### src/rtl/seq_detect_pkg.sv
// Shared definitions for the parametrised serial pattern detector.
//   - default parameter constants for seq_detect_param
//   - state encoding for the find-pulse stretcher
package seq_detect_pkg;

  localparam int PAT_W_DEF = 8;   // maximum pattern length in bits
  localparam int STR_W_DEF = 2;   // width of the stretch length
  localparam int CNT_W_DEF = 16;  // width of the match counter

  typedef enum logic {
    IDLE = 1'b0,  // find low, or high for a single cycle when stretch_len is 0
    HOLD = 1'b1   // find held high while the timer runs down
  } stretch_state_e;

endpackage

### src/rtl/pulse_stretcher.sv
// Retriggerable pulse stretcher for the pattern detector's find output.
// A hit raises find on the same edge and keeps it high for stretch_len
// further cycles; a hit while holding reloads the timer.
//
// Ports:
//   clk          clock
//   rst_         asynchronous, active-low reset
//   hit          single-cycle match strobe (already qualified against restart)
//   stretch_len  extra hold cycles after a hit
//   restart      synchronous clear of timer, find and state
//   find         registered, stretched match indication
module pulse_stretcher
  import seq_detect_pkg::*;
#(
  parameter int STR_W = STR_W_DEF
) (
  input  logic             clk,
  input  logic             rst_,
  input  logic             hit,
  input  logic [STR_W-1:0] stretch_len,
  input  logic             restart,
  output logic             find
);

  stretch_state_e   state, state_next;
  logic [STR_W-1:0] timer, timer_next;
  logic             find_next;

  // NOTE: sequential state is only ever written with non-blocking assignments,
  // so every register samples pre-edge values regardless of process order.
  always_ff @(posedge clk or negedge rst_) begin
    if (!rst_) begin
      state <= IDLE;
      timer <= '0;
      find  <= 1'b0;
    end else begin
      state <= state_next;
      timer <= timer_next;
      find  <= find_next;
    end
  end

  // NOTE: every output of this block gets a default first, so no path can
  // leave a variable unassigned and infer a latch.
  always_comb begin
    state_next = state;
    timer_next = timer;
    find_next  = find;

    if (restart) begin
      state_next = IDLE;
      timer_next = '0;
      find_next  = 1'b0;
    end else begin
      unique case (state)
        IDLE: begin
          find_next = 1'b0;
          if (hit) begin
            find_next  = 1'b1;
            timer_next = stretch_len;
            if (stretch_len != '0) state_next = HOLD;
          end
        end
        HOLD: begin
          if (hit) begin
            // Retrigger: a fresh hit restarts the full hold period.
            find_next  = 1'b1;
            timer_next = stretch_len;
          end else if (timer == '0) begin
            find_next  = 1'b0;
            state_next = IDLE;
          end else begin
            // Runs on every clock, independent of din_valid, so the hold
            // period is measured in clock cycles, not in data bits.
            timer_next = timer - STR_W'(1);
          end
        end
        default: begin
          state_next = IDLE;
          timer_next = '0;
          find_next  = 1'b0;
        end
      endcase
    end
  end

endmodule

### src/rtl/seq_detect_param.sv
// Parametrised serial pattern detector. Compares the incoming bit stream
// against a programmable pattern of 1..PAT_W bits, in overlapping or
// non-overlapping mode, stretches the find indication and counts matches.
//
// Ports:
//   clk          clock
//   rst_         asynchronous, active-low reset
//   din_valid    din is sampled only when high
//   din          serial data bit
//   pat          pattern; pat[pat_len-1] is the first bit received, pat[0] the last
//   pat_len      active pattern length (0 or > PAT_W disables matching)
//   overlap      1 = overlapping matches; 0 = matched bits are consumed
//   stretch_len  extra cycles find is held after a match
//   restart      synchronous clear of detector state (not the counter)
//   cnt_clr      synchronous clear of match_cnt
//   find         registered match indication (stretched)
//   match_cnt    saturating match count
module seq_detect_param
  import seq_detect_pkg::*;
#(
  parameter int PAT_W = PAT_W_DEF,
  parameter int LEN_W = $clog2(PAT_W + 1),
  parameter int STR_W = STR_W_DEF,
  parameter int CNT_W = CNT_W_DEF
) (
  input  logic             clk,
  input  logic             rst_,
  input  logic             din_valid,
  input  logic             din,
  input  logic [PAT_W-1:0] pat,
  input  logic [LEN_W-1:0] pat_len,
  input  logic             overlap,
  input  logic [STR_W-1:0] stretch_len,
  input  logic             restart,
  input  logic             cnt_clr,
  output logic             find,
  output logic [CNT_W-1:0] match_cnt
);

  localparam logic [LEN_W-1:0] PAT_W_L = LEN_W'(PAT_W);

  logic [PAT_W-1:0] sh, sh_next;
  logic [LEN_W-1:0] fill, fill_next;
  logic [PAT_W-1:0] mask;
  logic             len_ok;
  logic             hit;

  // Next-state values of the shift register and fill count; the compare is
  // done on these so find rises on the edge that samples the last bit.
  always_comb begin
    sh_next   = sh;
    fill_next = fill;
    if (din_valid) begin
      sh_next   = {sh[PAT_W-2:0], din};
      fill_next = (fill == PAT_W_L) ? fill : fill + LEN_W'(1);
    end
  end

  // Only the low pat_len bits of the shift register take part in the compare.
  always_comb begin
    mask = '0;
    for (int i = 0; i < PAT_W; i++) begin
      mask[i] = (LEN_W'(i) < pat_len);
    end
  end

  assign len_ok = (pat_len != '0) && (pat_len <= PAT_W_L);

  // restart wins over a coincident match: no find and no count.
  assign hit = din_valid && !restart && len_ok && (fill_next >= pat_len) &&
               (((sh_next ^ pat) & mask) == '0);

  // NOTE: the shift register is reset along with fill; although fill alone
  // gates matching, a defined reset value keeps the state fully deterministic.
  always_ff @(posedge clk or negedge rst_) begin
    if (!rst_) begin
      sh   <= '0;
      fill <= '0;
    end else if (restart) begin
      sh   <= '0;
      fill <= '0;
    end else begin
      sh <= sh_next;
      // Non-overlapping mode consumes the matched bits.
      fill <= (hit && !overlap) ? '0 : fill_next;
    end
  end

  always_ff @(posedge clk or negedge rst_) begin
    if (!rst_) begin
      match_cnt <= '0;
    end else if (cnt_clr) begin
      // A match on the clearing edge is still counted.
      match_cnt <= hit ? CNT_W'(1) : '0;
    end else if (hit && (match_cnt != '1)) begin
      match_cnt <= match_cnt + CNT_W'(1);
    end
  end

  pulse_stretcher #(
    .STR_W (STR_W)
  ) u_stretch (
    .clk         (clk),
    .rst_        (rst_),
    .hit         (hit),
    .stretch_len (stretch_len),
    .restart     (restart),
    .find        (find)
  );

endmodule

### config.mk
export PLATFORM = sky130hd
export DESIGN_NAME = seq_detect_param
export DESIGN_NICKNAME = d
export VERILOG_FILES = /design/src/rtl/seq_detect_pkg.sv /design/src/rtl/pulse_stretcher.sv /design/src/rtl/seq_detect_param.sv
export SDC_FILE = /design/constraint.sdc
export NUM_CORES = 1
export LEC_CHECK = 0
export BUFFER_PORTS_ARGS = -buffer_cell sky130_fd_sc_hd__clkbuf_2
export CAP_MARGIN = 20
export CORE_ASPECT_RATIO = 0.5
export CORE_MARGIN = 5
export CORE_UTILIZATION = 60
export DETAILED_ROUTE_END_ITERATION = 12
export PLACE_DENSITY = 0.92
export SETUP_SLACK_MARGIN = 0.02
export SLEW_MARGIN = 20
export SYNTH_ARGS = -nofsm -noshare
export SYNTH_HDL_FRONTEND = slang
export SYNTH_SLANG_ARGS = --single-unit
### constraint.sdc
create_clock -name clk -period 7.45 [get_ports clk]
set_clock_uncertainty 0.15 [all_clocks]
set_input_delay 0.745 -clock clk [delete_from_list [all_inputs] [get_ports clk]]
set_output_delay 0.745 -clock clk [all_outputs]
set_load 0.01 [all_outputs]
Word-level counts from Yosys, hierarchy flattened
Index checks and enable logic that the tools add are counted.
{"block": "op_classes", "add_sub_neg": 3, "n_mul": 0, "n_div": 0, "magnitude_cmp": 10, "n_eq_ne": 5, "n_shift": 0, "mux": 25, "bitwise": 3, "reduce_logical": 15}
{"cell": "16-bit two-way mux", "count": 2}
{"cell": "16-bit by 1-bit adder with 16-bit output (second input constant)", "count": 1}
{"cell": "3-bit by 4-bit < comparator with 1-bit output (first input constant)", "count": 4}
{"cell": "4-bit two-way mux", "count": 4}
{"cell": "8-bit two-way mux", "count": 2}
{"cell": "16-bit inequality test (second input constant)", "count": 1}
{"cell": "1-bit two-way mux", "count": 10}
{"cell": "8-bit bitwise AND", "count": 1}
{"cell": "8-bit logical NOT", "count": 1}
{"cell": "1-bit by 4-bit < comparator with 1-bit output (first input constant)", "count": 2}
{"cell": "2-bit by 4-bit < comparator with 1-bit output (first input constant)", "count": 2}
{"cell": "2-bit two-way mux", "count": 4}
{"cell": "4-bit inequality test (second input constant)", "count": 2}
{"cell": "8-bit bitwise XOR", "count": 1}
{"cell": "1-bit logical AND", "count": 7}
{"cell": "4-bit by 1-bit adder with 4-bit output (second input constant)", "count": 1}
{"cell": "4-bit equality test (second input constant)", "count": 1}
{"cell": "4-bit >= comparator", "count": 1}
{"cell": "4-bit less-or-equal comparator (second input constant)", "count": 1}
{"cell": "1-bit case mux with 2 select lines", "count": 2}
{"cell": "2-bit case mux with 2 select lines", "count": 1}
{"cell": "2-bit nonzero test", "count": 2}
{"cell": "4-bit nonzero test", "count": 1}
{"cell": "3-bit inequality test (second input constant)", "count": 1}
{"cell": "5 further kinds", "count": 6}
{"block": "word_totals", "ff_bits": 32, "latch_bits": 0, "mem_bits_rw": 0, "romBits": 0, "input_bits": 21, "out_inout_bits": 17, "memories": 0}

Depth between registers and ports, before layout
Gate-level depths: netlist of run 1.
{"block": "logic_depth", "depth_word": 9, "ltp_mapped": 14, "ltp_nobuf": 12}

By module
A second synthesis of run 1 with hierarchy kept.
{"block": "unflattened", "cells_unflattened": 226, "hier_area_um2": 2050.7}
{"module": "seq_detect_param", "n_inst": 1, "cells_each": 203, "area_each_um2": 1840.5}
{"module": "pulse_stretcher", "n_inst": 1, "cells_each": 23, "area_each_um2": 210.2}

Worst setup path after synthesis of run 1
OpenSTA, ideal clock, no wires.
{"block": "synth_timing", "path_type": "input -> register", "from": "input din_valid", "to": "register match_cnt[8]", "arrival_time_ns": 2.934, "slack_ns": 4.238, "path_stages": 13, "path_cell_list": "buf_6 > buf_6 > nand2_1 > nor3b_1 > a21oi_1 > inv_1 > ha_1 > o21ai_0 > a221oi_2 > o2111ai_4 > buf_6 > nor4b_2 > mux2_1"}
{"block": "synth_between", "elab_chain_cells": 7}
{"item": "start: declaration", "line": "seq_detect_param.sv:28", "text": "input logic din_valid,"}
{"item": "8-bit two-way mux", "line": "seq_detect_param.sv:53", "text": "if (din_valid) begin"}
{"item": "8-bit bitwise XOR", "line": "seq_detect_param.sv:71", "text": "(((sh_next ^ pat) & mask) == '0);"}
{"item": "8-bit bitwise AND", "line": "seq_detect_param.sv:71"}
{"item": "8-bit logical NOT", "line": "seq_detect_param.sv:71"}
{"item": "1-bit logical AND *", "line": "seq_detect_param.sv:70", "text": "assign hit = din_valid && !restart && len_ok && (fill_next >= pat_len) &&"}
{"item": "1-bit logical AND *", "line": "seq_detect_param.sv:95", "text": "end else if (hit && (match_cnt != '1)) begin"}
{"item": "2-bit nonzero test (no source line) *"}
{"item": "end signal: assignment", "line": "seq_detect_param.sv:94", "text": "match_cnt <= hit ? CNT_W'(1) : '0;"}
{"item": "end signal: assignment", "line": "seq_detect_param.sv:96", "text": "match_cnt <= match_cnt + CNT_W'(1);"}
{"item": "end: declaration", "line": "seq_detect_param.sv:37", "text": "output logic [CNT_W-1:0] match_cnt"}
Mark *: on every way between the ends. The rest lies on a longest branch, timed or not.
A chain may end at the register's enable or synchronous reset.

Final worst setup path of run 1
Same ends and word-level chain as after synthesis.

==> run_summary.xml, run 1 <==
<?xml version="1.0" encoding="UTF-8"?>
<metrics>
  <group name="outcome">
    <metric name="result_of_the_run" unit="">completed</metric>
  </group>
  <group name="cts">
    <metric name="clock-root-buffer" unit="">sky130_fd_sc_hd__clkbuf_8</metric>
    <metric name="sink_count_of_the_clock_tree" unit="">31</metric>
    <metric name="clock_path_buffers" unit="">2</metric>
    <metric name="cts_tree" unit="">yes</metric>
    <metric name="cts_hold_buffers" unit="">0</metric>
    <metric name="insertion_delay" unit="ns">0.28</metric>
    <metric name="post_cts_buffers" unit="">0</metric>
    <metric name="cts-htree-levels" unit="">2</metric>
    <metric name="clk_pin_slew_worst_paths" unit="ns">0.06</metric>
    <metric name="cts_made_buffers" unit="">5</metric>
    <metric name="ctsResizeCount" unit="">0</metric>
  </group>
  <group name="synthesis">
    <metric name="async_reset_ff_frac" unit="">1.000</metric>
    <metric name="post_synth_xor_area_fraction" unit="">0.04979</metric>
    <metric name="synth_nets" unit="">256</metric>
    <metric name="netlist-cell-type-count" unit="">46</metric>
    <metric name="synthCells" unit="">227</metric>
    <metric name="synth.area.mux_share" unit="">0.09129</metric>
    <metric name="yosys_register_bits" unit="">31</metric>
    <metric name="combinational_family_with_the_most_area_after_synthesis" unit="">simple AND/OR/NAND/NOR gates</metric>
    <metric name="post_synth_fa_ha_maj_area_fraction" unit="">0.04742</metric>
    <metric name="synth_warnings" unit="">0</metric>
    <metric name="synthSimpleGateAreaFrac" unit="">0.2460</metric>
    <metric name="yosysSeqAreaShare" unit="">0.3675</metric>
    <metric name="synth_enable_flop_cells" unit="">0</metric>
    <metric name="postSynthAreaPerCell" unit="µm²">9.299</metric>
    <metric name="synth_compound_gate_area_share" unit="">0.1482</metric>
    <metric name="post_synth_instance_area" unit="mm²">0.002111</metric>
    <metric name="synthFlopType" unit="">sky130_fd_sc_hd__dfrtp_1</metric>
  </group>
  <group name="floorplan">
    <metric name="core_area" unit="mm²">0.003416</metric>
    <metric name="num_io_pins" unit="">38</metric>
    <metric name="die_width" unit="µm">93.88</metric>
    <metric name="core.rowCount" unit="">15</metric>
    <metric name="floorplan.initialDensity" unit="">0.6179</metric>
    <metric name="dieArea" unit="mm²">0.004876</metric>
    <metric name="dieHeight" unit="µm">51.94</metric>
  </group>
  <group name="layout">
    <metric name="fraction_of_layout_instances_using_a_drive_strength_above_1" unit="">0.2038</metric>
    <metric name="area_growth" unit="%">12.74</metric>
    <metric name="finish.cell_count_without_fillers" unit="">311</metric>
    <metric name="antenna_cells_inserted" unit="">0</metric>
    <metric name="finalInstanceArea" unit="mm²">0.002380</metric>
    <metric name="final.fill_count" unit="">273</metric>
    <metric name="most_used_cells_in_the_layout_excluding_fill_and_tap_cells" unit="">sky130_fd_sc_hd__clkbuf_2 (37), sky130_fd_sc_hd__dfrtp_1 (31), sky130_fd_sc_hd__nor2_1 (17)</metric>
    <metric name="final_core_utilization" unit="">0.6967</metric>
    <metric name="most_frequent_standard_cell_in_the_layout_excluding_fill_and_tap_cells" unit="">sky130_fd_sc_hd__clkbuf_2</metric>
    <metric name="final_nets" unit="">289</metric>
  </group>
  <group name="drt">
    <metric name="avgRoutedWirePerCell" unit="µm">15.44</metric>
    <metric name="drc" unit="">0</metric>
    <metric name="drt_first_iter_violations" unit="">61</metric>
    <metric name="via_count" unit="">1857</metric>
    <metric name="via_per_inst" unit="">5.971</metric>
    <metric name="first_pass_iters" unit="">5</metric>
    <metric name="antenna_left" unit="">0</metric>
    <metric name="total_wirelength" unit="µm">4802</metric>
  </group>
  <group name="critical_path">
    <metric name="setup.reg_to_reg.worst_slack" unit="ns">4.24</metric>
    <metric name="startpoint_of_the_worst_slack_reg_to_reg_timing_path" unit="">fill[0]$_DFF_PN0_</metric>
    <metric name="crit_type" unit="">in2reg</metric>
    <metric name="critical_path.startpoint_type" unit="">input port</metric>
    <metric name="worstRegToRegCells" unit="">12</metric>
    <metric name="crit_fanout" unit="">25</metric>
    <metric name="worst_ep_arrival_time" unit="ns">3.39</metric>
    <metric name="worstPathRequired" unit="ns">7.45</metric>
    <metric name="r2r_end" unit="">match_cnt[8]$_DFFE_PN0P_</metric>
    <metric name="endpoint_kind" unit="">flop</metric>
    <metric name="setup.worst_path.start" unit="">din_valid</metric>
    <metric name="timing.critical_path.to" unit="">match_cnt[8]$_DFFE_PN0P_</metric>
  </group>
  <group name="grt">
    <metric name="initial_antenna_violation_count" unit="">0</metric>
    <metric name="grt_util_all_layers" unit="">0.2117</metric>
    <metric name="grt_remaining_overflow" unit="">0</metric>
    <metric name="largest_net_degree_at_the_start_of_global_routing" unit="">32</metric>
    <metric name="grt_pass1_wl" unit="µm">8031</metric>
    <metric name="first_global_vias" unit="">1745</metric>
  </group>
  <group name="power_and_ir_drop">
    <metric name="max-vdd-ir-drop" unit="mV">0.1135</metric>
    <metric name="static_leak" unit="nW">1.095</metric>
    <metric name="share_seq_of_total_power" unit="">0.488</metric>
    <metric name="clock_power_share" unit="">0.379</metric>
    <metric name="overall_power" unit="W">0.0003510</metric>
    <metric name="power.density_cell_area" unit="mW/mm²">147.5</metric>
    <metric name="power.switching_fraction" unit="">0.2627</metric>
    <metric name="power_report.internal_total" unit="W">0.0002588</metric>
    <metric name="p_sw" unit="W">0.00009220</metric>
    <metric name="power.share.combinational" unit="">0.133</metric>
  </group>
  <group name="placed_design">
    <metric name="placed_area" unit="mm²">0.002292</metric>
    <metric name="dp_hpwl" unit="µm">3571</metric>
    <metric name="io_buffers" unit="">37</metric>
    <metric name="placed_cells" unit="">304</metric>
    <metric name="place.gp.congestion" unit="">0.7995</metric>
  </group>
  <group name="sta">
    <metric name="max-slew-margin-rel" unit="">0.4981</metric>
    <metric name="crit_share_post_route" unit="">0.4538</metric>
    <metric name="worst_slew_pin_slew" unit="ns">0.7529</metric>
    <metric name="hold_viol" unit="">0</metric>
    <metric name="period_minus_slack" unit="ns">3.381</metric>
    <metric name="maxSlewViolCount" unit="">0</metric>
    <metric name="fin_tns_setup" unit="ns">0</metric>
    <metric name="max_fclk" unit="GHz">0.2958</metric>
    <metric name="finalSetupViolCount" unit="">0</metric>
    <metric name="rsz0062_at_grt" unit="">no</metric>
  </group>
  <group name="hold_path">
    <metric name="worst_min_delay_path_category" unit="">in2async</metric>
  </group>
  <group name="job">
    <metric name="cap_violations" unit="">0</metric>
  </group>
</metrics>
critical path, cell delays in order:
cell and delay [ns]:
sky130_fd_sc_hd__clkbuf_2 0.33, sky130_fd_sc_hd__nand4_1 0.20, sky130_fd_sc_hd__xnor2_1 0.21, sky130_fd_sc_hd__ha_1 0.29, sky130_fd_sc_hd__o21ai_0 0.10, sky130_fd_sc_hd__a221oi_2 0.40
sky130_fd_sc_hd__o2111ai_4 0.39, sky130_fd_sc_hd__nor4b_2 0.36, sky130_fd_sc_hd__mux2_1 0.35
synth_stat cells (3+ instances only):
cell,n,area (µm²)
sky130_fd_sc_hd__o31ai_1,7,52.55
sky130_fd_sc_hd__inv_1,10,37.54
sky130_fd_sc_hd__buf_2,3,15.01
sky130_fd_sc_hd__buf_6,3,33.78
sky130_fd_sc_hd__xnor2_1,8,70.07
sky130_fd_sc_hd__or4_1,7,52.55
sky130_fd_sc_hd__a21oi_1,14,70.07
sky130_fd_sc_hd__nor2_1,17,63.81
sky130_fd_sc_hd__ha_1,8,100.1
sky130_fd_sc_hd__nand2b_1,6,37.54
sky130_fd_sc_hd__mux2_1,7,78.83
sky130_fd_sc_hd__clkbuf_1,4,15.01
sky130_fd_sc_hd__nor3_1,13,65.06
sky130_fd_sc_hd__o21ai_0,6,30.03
sky130_fd_sc_hd__dfrtp_1,31,775.7
sky130_fd_sc_hd__o21ai_1,3,15.01
sky130_fd_sc_hd__xor2_1,4,35.03
sky130_fd_sc_hd__nand2_1,12,45.04
sky130_fd_sc_hd__mux2i_1,10,100.1
sky130_fd_sc_hd__nor2b_1,6,37.54
sky130_fd_sc_hd__nand4_1,5,31.28
sky130_fd_sc_hd__and3_1,5,31.28
sky130_fd_sc_hd__nand3_1,9,45.04
cells by family after synthesis:
group,Yosys count
AOI/OAI and AO/OA,43
xor gates and xnor gates,12
adders and majority gates,8
buffers and inverters,21
DFF,31
muxes,18
and+or+nand+nor,94
power groups by stage:
stage | registers (W) | clock network (W) | logic, W
finish | 0.000171 | 0.000133 | 0.0000465
global route | 0.000171 | 0.000143 | 0.0000522
CTS | 0.000171 | 0.000134 | 0.0000466
detailed placement | 0.000175 | 0 | 0.0000460
global placement | 0.000174 | 0 | 0.0000436
floorplan | 0.000174 | 0 | 0.0000308
sequential cells by signal (all words and copies together), names as in the netlist:
name	flops
u_stretch.find	1
u_stretch.timer	2
u_stretch.state	1
fill	4
sh	7
match_cnt	16
how the worst min path moves through the flow:
stage                                    start                         end  slack [ns]  cells past startpoint
floorplan                                 rst_           fill[0]$_DFF_PN0_        0.30                      0
global placement    u_stretch.find$_DFFE_PN0P_  u_stretch.find$_DFFE_PN0P_        0.39                      2
detailed placement  u_stretch.find$_DFFE_PN0P_  u_stretch.find$_DFFE_PN0P_        0.40                      2
CTS                 u_stretch.find$_DFFE_PN0P_  u_stretch.find$_DFFE_PN0P_        0.41                      2
global route        u_stretch.find$_DFFE_PN0P_  u_stretch.find$_DFFE_PN0P_        0.44                      2
finish                                    rst_    match_cnt[1]$_DFFE_PN0P_        0.38                      1
final cells by class:
class                   instances  area (µm²)  area share
well taps                      51       63.81     0.02681
multi-input cells             175        1230      0.5168
clock inverters                 1       5.005    0.002103
repair buffers                 37       185.2     0.07781
inverters                      10       37.54     0.01577
clock buffers                   6       82.58     0.03470
flip-flops and latches         31       775.7      0.3260
per-layer routing:
metal,vias up,global-route usage,part of all wire
met5,-,0,0
met4,0,0.05276,0.010
met3,8,0.06214,0.057
met2,56,0.3901,0.51
met1,904,0.2441,0.42
li1,889,-,-
stage by stage:
step | setup WS [ns] | hold WS [ns]
after global routing | 3.866 | 0.4369
final | 4.069 | 0.3754
after detailed placement | 3.780 | 0.3966
after global placement | 3.975 | 0.3872
after floorplan | 4.238 | 0.2994
after CTS | 4.066 | 0.4057
Power figures use the tool's default switching activity.
==> inputs of run 2 (changes only) <==
--- a/config.mk
+++ b/config.mk
@@ -9,9 +9,9 @@
 export CAP_MARGIN = 20
 export CORE_ASPECT_RATIO = 0.5
 export CORE_MARGIN = 5
-export CORE_UTILIZATION = 60
+export CORE_UTILIZATION = 50
 export DETAILED_ROUTE_END_ITERATION = 12
-export PLACE_DENSITY = 0.92
+export PLACE_DENSITY = 0.83
 export SETUP_SLACK_MARGIN = 0.02
 export SLEW_MARGIN = 20
 export SYNTH_ARGS = -nofsm -noshare
==> constraint.sdc (replaced) <==
create_clock -name clk -period 3 [get_ports clk]
set_clock_uncertainty 0.15 [all_clocks]
set_input_delay 0.3 -clock clk [delete_from_list [all_inputs] [get_ports clk]]
set_output_delay 0.3 -clock clk [all_outputs]
set_load 0.01 [all_outputs]
==> run_summary.xml, run 2 (synthesis gave the netlist of run 1 again) <==
<?xml version="1.0" encoding="UTF-8"?>
<metrics>
  <group name="drt">
    <metric name="total_wirelength" unit="µm">6052</metric>
    <metric name="drt_first_iter_violations" unit="">190</metric>
    <metric name="via_per_inst" unit="">6.222</metric>
    <metric name="avgRoutedWirePerCell" unit="µm">18.17</metric>
    <metric name="via_count" unit="">2072</metric>
    <metric name="drc" unit="">0</metric>
    <metric name="first_pass_iters" unit="">5</metric>
    <metric name="antenna_left" unit="">0</metric>
  </group>
  <group name="layout">
    <metric name="area_taken_by_flip_flops_and_latches" unit="µm²">775.7</metric>
    <metric name="antenna_cells_inserted" unit="">0</metric>
    <metric name="largest-register" unit="">match_cnt</metric>
    <metric name="total_area_of_multi_input_combinational_cells" unit="mm²">0.001433</metric>
    <metric name="final_nets" unit="">307</metric>
    <metric name="area_growth" unit="%">29.64</metric>
    <metric name="final.fill_count" unit="">290</metric>
    <metric name="largest_register_ff_count" unit="">16</metric>
    <metric name="registers_with_the_most_flip_flops" unit="">match_cnt x16, sh x7, fill x4</metric>
    <metric name="fraction_of_layout_instances_using_a_drive_strength_above_1" unit="">0.3369</metric>
    <metric name="most_used_cells_in_the_layout_excluding_fill_and_tap_cells" unit="">sky130_fd_sc_hd__clkbuf_2 (37), sky130_fd_sc_hd__dfrtp_1 (31), sky130_fd_sc_hd__nor2_1 (17)</metric>
    <metric name="most_frequent_standard_cell_in_the_layout_excluding_fill_and_tap_cells" unit="">sky130_fd_sc_hd__clkbuf_2</metric>
  </group>
  <group name="grt">
    <metric name="grt_pass1_wl" unit="µm">8956</metric>
    <metric name="globalRouteMet2Util" unit="">0.3086</metric>
    <metric name="largest_net_degree_at_the_start_of_global_routing" unit="">32</metric>
    <metric name="grt_remaining_overflow" unit="">0</metric>
    <metric name="initial_antenna_violation_count" unit="">0</metric>
    <metric name="globalRouteMet1Util" unit="">0.2562</metric>
    <metric name="grtUsageMet3" unit="">0.04881</metric>
    <metric name="first_global_vias" unit="">1953</metric>
    <metric name="grt_busiest_layer" unit="">met2</metric>
    <metric name="grt_util_all_layers" unit="">0.1953</metric>
  </group>
  <group name="sta">
    <metric name="crit_share_post_route" unit="">1.028</metric>
    <metric name="hold_viol" unit="">0</metric>
    <metric name="max_fclk" unit="GHz">0.3244</metric>
    <metric name="max-slew-margin-rel" unit="">0.4741</metric>
    <metric name="worst_slew_pin_slew" unit="ns">0.7889</metric>
    <metric name="rsz0062_at_grt" unit="">yes</metric>
    <metric name="setup_slack" unit="ns">-0.08305</metric>
    <metric name="period_minus_slack" unit="ns">3.083</metric>
    <metric name="fin_tns_setup" unit="ns">-0.1288</metric>
    <metric name="maxSlewViolCount" unit="">0</metric>
    <metric name="finalSetupViolCount" unit="">2</metric>
  </group>
  <group name="critical_path">
    <metric name="crit_chain" unit="">buf_4, ha_2, nand2_2, nor3b_4, a21oi_2, inv_1, ha_1, o21ai_2, a221oi_2, buf_4, o2111ai_4, buf_4, or4_4, a21oi_2</metric>
    <metric name="startpoint_of_the_worst_slack_reg_to_reg_timing_path" unit="">fill[1]$_DFF_PN0_</metric>
    <metric name="setup.worst_path.start" unit="">fill[1]$_DFF_PN0_</metric>
    <metric name="largest_incremental_delay_on_the_critical_path" unit="ns">0.41</metric>
    <metric name="cell_mode_on_critical_path" unit="">sky130_fd_sc_hd__buf_4</metric>
    <metric name="worstRegToRegCells" unit="">14</metric>
    <metric name="endpoint_kind" unit="">flop</metric>
    <metric name="setup.reg_to_reg.worst_slack" unit="ns">-0.08</metric>
    <metric name="r2r_end" unit="">match_cnt[10]$_DFFE_PN0P_</metric>
    <metric name="critical_path_cell_count" unit="">14</metric>
    <metric name="cp_max_stage_cell" unit="">sky130_fd_sc_hd__or4_4</metric>
    <metric name="crit_fanout" unit="">6</metric>
    <metric name="timing.critical_path.buf_inv" unit="">4</metric>
    <metric name="timing.critical_path.to" unit="">match_cnt[10]$_DFFE_PN0P_</metric>
    <metric name="worstPathRequired" unit="ns">3.06</metric>
    <metric name="worst_ep_arrival_time" unit="ns">3.15</metric>
    <metric name="crit_type" unit="">reg2reg</metric>
    <metric name="crit_family" unit="">compound AO/OA/AOI/OAI gates</metric>
    <metric name="critical_path.startpoint_type" unit="">flop</metric>
  </group>
  <group name="cts">
    <metric name="cts-htree-levels" unit="">2</metric>
    <metric name="cts_made_buffers" unit="">5</metric>
    <metric name="cts_tree" unit="">yes</metric>
    <metric name="clock_path_buffers" unit="">2</metric>
    <metric name="clock-root-buffer" unit="">sky130_fd_sc_hd__clkbuf_8</metric>
    <metric name="sink_count_of_the_clock_tree" unit="">31</metric>
    <metric name="insertion_delay" unit="ns">0.29</metric>
    <metric name="clk_pin_slew_worst_paths" unit="ns">0.07</metric>
  </group>
  <group name="outcome">
    <metric name="failed_checks" unit="">setup timing</metric>
    <metric name="result_of_the_run" unit="">finished with violations</metric>
  </group>
  <group name="power_and_ir_drop">
    <metric name="power.density_cell_area" unit="mW/mm²">349.2</metric>
    <metric name="static_leak" unit="nW">1.199</metric>
    <metric name="overall_power" unit="W">0.0009556</metric>
    <metric name="max-vdd-ir-drop" unit="mV">0.1944</metric>
  </group>
  <group name="floorplan">
    <metric name="die_width" unit="µm">101.9</metric>
    <metric name="core_area" unit="mm²">0.003984</metric>
    <metric name="num_io_pins" unit="">38</metric>
    <metric name="core.rowCount" unit="">16</metric>
    <metric name="dieHeight" unit="µm">55.95</metric>
    <metric name="floorplan.initialDensity" unit="">0.5298</metric>
    <metric name="dieArea" unit="mm²">0.005700</metric>
  </group>
  <group name="placed_design">
    <metric name="io_buffers" unit="">37</metric>
    <metric name="place.gp.congestion" unit="">0.8298</metric>
    <metric name="dp_hpwl" unit="µm">3549</metric>
  </group>
  <group name="hold_path">
    <metric name="min-delay-start" unit="">stretch_len[1]</metric>
    <metric name="worst_min_delay_path_category" unit="">in2reg</metric>
    <metric name="worstHoldPathCells" unit="">2</metric>
  </group>
  <group name="job">
    <metric name="cap_violations" unit="">0</metric>
  </group>
</metrics>
## run 2: changes by cell type in the layout (fill, tap and decap cells not counted), sizes merged
cell	change
buf	+15
clkbuf	+2
o2111ai	+2
clkinv	-1
dlygate4sd3	+1
## run 2: area by class of cell
class / instances / share of cell area
inverters: 10 / 0.01372
repair buffers: 53 / 0.1180
well taps: 54 / 0.02469
clock buffers: 8 / 0.03658
multi-input cells: 177 / 0.5235
flip-flops and latches: 31 / 0.2835
## run 2: worst reg2reg max path, delay by kind of cell, from the launching register on
| family | cells | cell delay [ns] |
|---|---|---|
| AOI/OAI and AO/OA | 5 | 0.76 |
| buffers and inverters | 4 | 0.65 |
| and+or+nand+nor | 3 | 0.56 |
| adders and majority gates | 2 | 0.48 |
| DFF | 1 | 0.40 |
## run 2: power by group
group | switching, W | internal, W
clock network | 0.000165 | 0.000209
logic | 0.0000997 | 0.0000552
registers | 0.00000412 | 0.000422
## run 2: timing repair
action / in CTS / in global routing
hold buffers: 1 / 0
resized for setup: 3 / 37
hold endpoints to repair: 31 / 0
gates cloned: 2 / 0
setup buffers: 5 / 5
pin swaps: 4 / 23
setup endpoints to repair: 19 / 21
## run 2: how the worst min path moves through the flow
stage                                           to
floorplan                        fill[0]$_DFF_PN0_
global placement          match_cnt[9]$_DFFE_PN0P_
detailed placement        match_cnt[9]$_DFFE_PN0P_
CTS                 u_stretch.timer[1]$_DFFE_PN0P_
global route        u_stretch.timer[1]$_DFFE_PN0P_
finish              u_stretch.timer[1]$_DFFE_PN0P_
## run 2: per-stage QoR
stage	setup WS, ns	area, µm²	cells	util	hold WS (ns)
2_1_floorplan	0.1357	2111	227	-	-0.1456
3_3_place_gp	0.01459	2333	312	0.5857	0.2547
3_5_place_dp	-0.1599	2333	312	0.5857	0.2684
4_1_cts	0.001956	2531	328	0.6354	0.09860
5_1_grt	-0.1694	2736	333	0.6869	0.1151
6_report	-0.08305	2736	333	0.6869	0.09920
## run 2: routing by layer
| layer | vias to the layer above | share of wire |
|---|---|---|
| met1 | 992 | 0.41 |
| met4 | 0 | 0.033 |
| met3 | 28 | 0.089 |
| li1 | 936 | - |
| met5 | - | 0 |
| met2 | 116 | 0.47 |
==> inputs of run 3 (changes only) <==
--- a/config.mk
+++ b/config.mk
@@ -11,7 +11,7 @@
 export CORE_MARGIN = 5
 export CORE_UTILIZATION = 50
 export DETAILED_ROUTE_END_ITERATION = 12
-export PLACE_DENSITY = 0.83
+export PLACE_DENSITY = 0.85
 export SETUP_SLACK_MARGIN = 0.02
 export SLEW_MARGIN = 20
 export SYNTH_ARGS = -nofsm -noshare
==> run_summary.xml, run 3 (synthesis gave the netlist of run 1 again) <==
<?xml version="1.0" encoding="UTF-8"?>
<metrics>
  <group name="grt">
    <metric name="grt_util_all_layers" unit="">0.1940</metric>
    <metric name="grt_pass1_wl" unit="µm">8901</metric>
    <metric name="grt_remaining_overflow" unit="">0</metric>
    <metric name="largest_net_degree_at_the_start_of_global_routing" unit="">32</metric>
    <metric name="first_global_vias" unit="">1935</metric>
    <metric name="initial_antenna_violation_count" unit="">0</metric>
  </group>
  <group name="layout">
    <metric name="antenna_cells_inserted" unit="">0</metric>
    <metric name="finish.cell_count_without_fillers" unit="">323</metric>
    <metric name="area_growth" unit="%">27.15</metric>
    <metric name="most_frequent_standard_cell_in_the_layout_excluding_fill_and_tap_cells" unit="">sky130_fd_sc_hd__clkbuf_2</metric>
    <metric name="finalInstanceArea" unit="mm²">0.002684</metric>
    <metric name="most_used_cells_in_the_layout_excluding_fill_and_tap_cells" unit="">sky130_fd_sc_hd__clkbuf_2 (37), sky130_fd_sc_hd__dfrtp_1 (31), sky130_fd_sc_hd__nor2_1 (17)</metric>
    <metric name="registers_with_the_most_flip_flops" unit="">match_cnt x16, sh x7, fill x4</metric>
    <metric name="largest_register_ff_count" unit="">16</metric>
    <metric name="largest-register" unit="">match_cnt</metric>
    <metric name="final_core_utilization" unit="">0.6737</metric>
    <metric name="final_nets" unit="">297</metric>
    <metric name="final.fill_count" unit="">293</metric>
    <metric name="fraction_of_layout_instances_using_a_drive_strength_above_1" unit="">0.3309</metric>
  </group>
  <group name="cts">
    <metric name="clk_pin_slew_worst_paths" unit="ns">0.07</metric>
    <metric name="sink_count_of_the_clock_tree" unit="">31</metric>
    <metric name="clock_path_buffers" unit="">2</metric>
    <metric name="clock-root-buffer" unit="">sky130_fd_sc_hd__clkbuf_8</metric>
    <metric name="cts-htree-levels" unit="">2</metric>
    <metric name="cts_made_buffers" unit="">5</metric>
    <metric name="cts_tree" unit="">yes</metric>
    <metric name="insertion_delay" unit="ns">0.28</metric>
  </group>
  <group name="power_and_ir_drop">
    <metric name="power.share.combinational" unit="">0.150</metric>
    <metric name="p_sw" unit="W">0.0002482</metric>
    <metric name="overall_power" unit="W">0.0009322</metric>
    <metric name="power.density_cell_area" unit="mW/mm²">347.4</metric>
    <metric name="power_report.internal_total" unit="W">0.0006841</metric>
    <metric name="power.switching_fraction" unit="">0.2662</metric>
    <metric name="clock_power_share" unit="">0.393</metric>
    <metric name="share_seq_of_total_power" unit="">0.457</metric>
    <metric name="max-vdd-ir-drop" unit="mV">0.1896</metric>
    <metric name="static_leak" unit="nW">1.209</metric>
  </group>
  <group name="sta">
    <metric name="finalSetupViolCount" unit="">0</metric>
    <metric name="worst_slew_pin_slew" unit="ns">0.7759</metric>
    <metric name="rsz0062_at_grt" unit="">yes</metric>
    <metric name="crit_share_post_route" unit="">0.9808</metric>
    <metric name="hold_viol" unit="">0</metric>
    <metric name="maxSlewViolCount" unit="">0</metric>
    <metric name="period_minus_slack" unit="ns">2.942</metric>
    <metric name="max-slew-margin-rel" unit="">0.4827</metric>
    <metric name="max_fclk" unit="GHz">0.3399</metric>
  </group>
  <group name="placed_design">
    <metric name="placed_area" unit="mm²">0.002338</metric>
    <metric name="place.gp.congestion" unit="">0.8730</metric>
    <metric name="placed_cells" unit="">311</metric>
    <metric name="dp_hpwl" unit="µm">3506</metric>
    <metric name="io_buffers" unit="">37</metric>
  </group>
  <group name="drt">
    <metric name="total_wirelength" unit="µm">5284</metric>
    <metric name="first_pass_iters" unit="">4</metric>
    <metric name="via_per_inst" unit="">5.972</metric>
    <metric name="drt_first_iter_violations" unit="">75</metric>
    <metric name="antenna_left" unit="">0</metric>
    <metric name="drc" unit="">0</metric>
    <metric name="avgRoutedWirePerCell" unit="µm">16.36</metric>
    <metric name="via_count" unit="">1929</metric>
  </group>
  <group name="critical_path">
    <metric name="worstPathRequired" unit="ns">3.02</metric>
    <metric name="worstRegToRegCells" unit="">13</metric>
    <metric name="endpoint_kind" unit="">flop</metric>
    <metric name="crit_type" unit="">reg2reg</metric>
    <metric name="setup.worst_path.start" unit="">fill[0]$_DFF_PN0_</metric>
    <metric name="crit_fanout" unit="">7</metric>
    <metric name="critical_path.startpoint_type" unit="">flop</metric>
    <metric name="worst_ep_arrival_time" unit="ns">2.96</metric>
    <metric name="startpoint_of_the_worst_slack_reg_to_reg_timing_path" unit="">fill[0]$_DFF_PN0_</metric>
  </group>
  <group name="outcome">
    <metric name="result_of_the_run" unit="">completed</metric>
  </group>
  <group name="job">
    <metric name="cap_violations" unit="">0</metric>
  </group>
  <group name="floorplan">
    <metric name="dieHeight" unit="µm">55.95</metric>
    <metric name="core.rowCount" unit="">16</metric>
    <metric name="dieArea" unit="mm²">0.005700</metric>
    <metric name="core_area" unit="mm²">0.003984</metric>
    <metric name="floorplan.initialDensity" unit="">0.5298</metric>
    <metric name="num_io_pins" unit="">38</metric>
    <metric name="die_width" unit="µm">101.9</metric>
  </group>
  <group name="hold_path">
    <metric name="worst_min_delay_path_category" unit="">in2reg</metric>
    <metric name="worstHoldPathCells" unit="">2</metric>
    <metric name="min-delay-start" unit="">stretch_len[1]</metric>
  </group>
</metrics>
[run 3: timing repair]
action | in CTS | in global routing
hold endpoints to repair | 31 | 0
hold buffers | 1 | 0
setup buffers | 1 | 0
gates cloned | 2 | 0
resized for setup | 19 | 21
endpoints found under the setup margin | 12 | 19
pin swaps | 18 | 8
[run 3: worst paths after layout]
check,endpoint,slack (ns)
setup / recovery,match_cnt[8]$_DFFE_PN0P_,0.06
hold / removal,u_stretch.timer[1]$_DFFE_PN0P_,0.10
setup reg to reg,match_cnt[8]$_DFFE_PN0P_,0.06
hold reg to reg,u_stretch.find$_DFFE_PN0P_,0.40
max in group asynchronous,match_cnt[15]$_DFFE_PN0P_,1.73
min in group asynchronous,match_cnt[2]$_DFFE_PN0P_,0.48
[run 3: power groups by stage]
| stage | Clock [W] | Combinational (W) | Sequential [W] |
|---|---|---|---|
| global route | 0.000392 | 0.000155 | 0.000426 |
| global placement | 0 | 0.000114 | 0.000433 |
| detailed placement | 0 | 0.000119 | 0.000434 |
| finish | 0.000367 | 0.000140 | 0.000426 |
| floorplan | 0 | 0.0000765 | 0.000433 |
| CTS | 0.000370 | 0.000129 | 0.000426 |
[run 3: layer usage]
layer / routed length [µm] / share of wire / GRT usage
met2: 2575 / 0.49 / 0.3141
met3: 232 / 0.044 / 0.04005
met5: 0 / 0 / 0
met1: 2318 / 0.44 / 0.2506
met4: 158 / 0.030 / 0.08224
[run 3: stage by stage]
step	hold WS (ns)	setup slack (ns)	setup TNS [ns]
2_1_floorplan	-0.1456	0.1357	0
3_3_place_gp	0.2538	0.07768	0
3_5_place_dp	0.2678	-0.1176	-0.7649
4_1_cts	0.09295	-0.01578	-0.02026
5_1_grt	0.1167	-0.06313	-0.5154
6_report	0.1026	0.05759	0
[run 3: critical path, cell delays in order, from the launching register on]
cell and delay, ns:
sky130_fd_sc_hd__dfrtp_1 0.41, sky130_fd_sc_hd__inv_2 0.09, sky130_fd_sc_hd__ha_4 0.13, sky130_fd_sc_hd__nand2_2 0.05, sky130_fd_sc_hd__nor3b_4 0.15, sky130_fd_sc_hd__a21oi_2 0.14
sky130_fd_sc_hd__inv_1 0.09, sky130_fd_sc_hd__ha_4 0.28, sky130_fd_sc_hd__o21ai_4 0.05, sky130_fd_sc_hd__a221oi_4 0.33, sky130_fd_sc_hd__o2111ai_4 0.22, sky130_fd_sc_hd__buf_12 0.20
sky130_fd_sc_hd__nor4b_4 0.22, sky130_fd_sc_hd__mux2_4 0.32
[run 3: area by class of cell]
class | instances | area [µm²] | area share
timing repair buffer | 45 | 302.8 | 0.1128
inverter | 10 | 37.54 | 0.01399
multi-input combinational | 175 | 1400 | 0.5217
sequential | 31 | 775.7 | 0.2890
clock buffer | 8 | 100.1 | 0.03730
tap | 54 | 67.56 | 0.02517
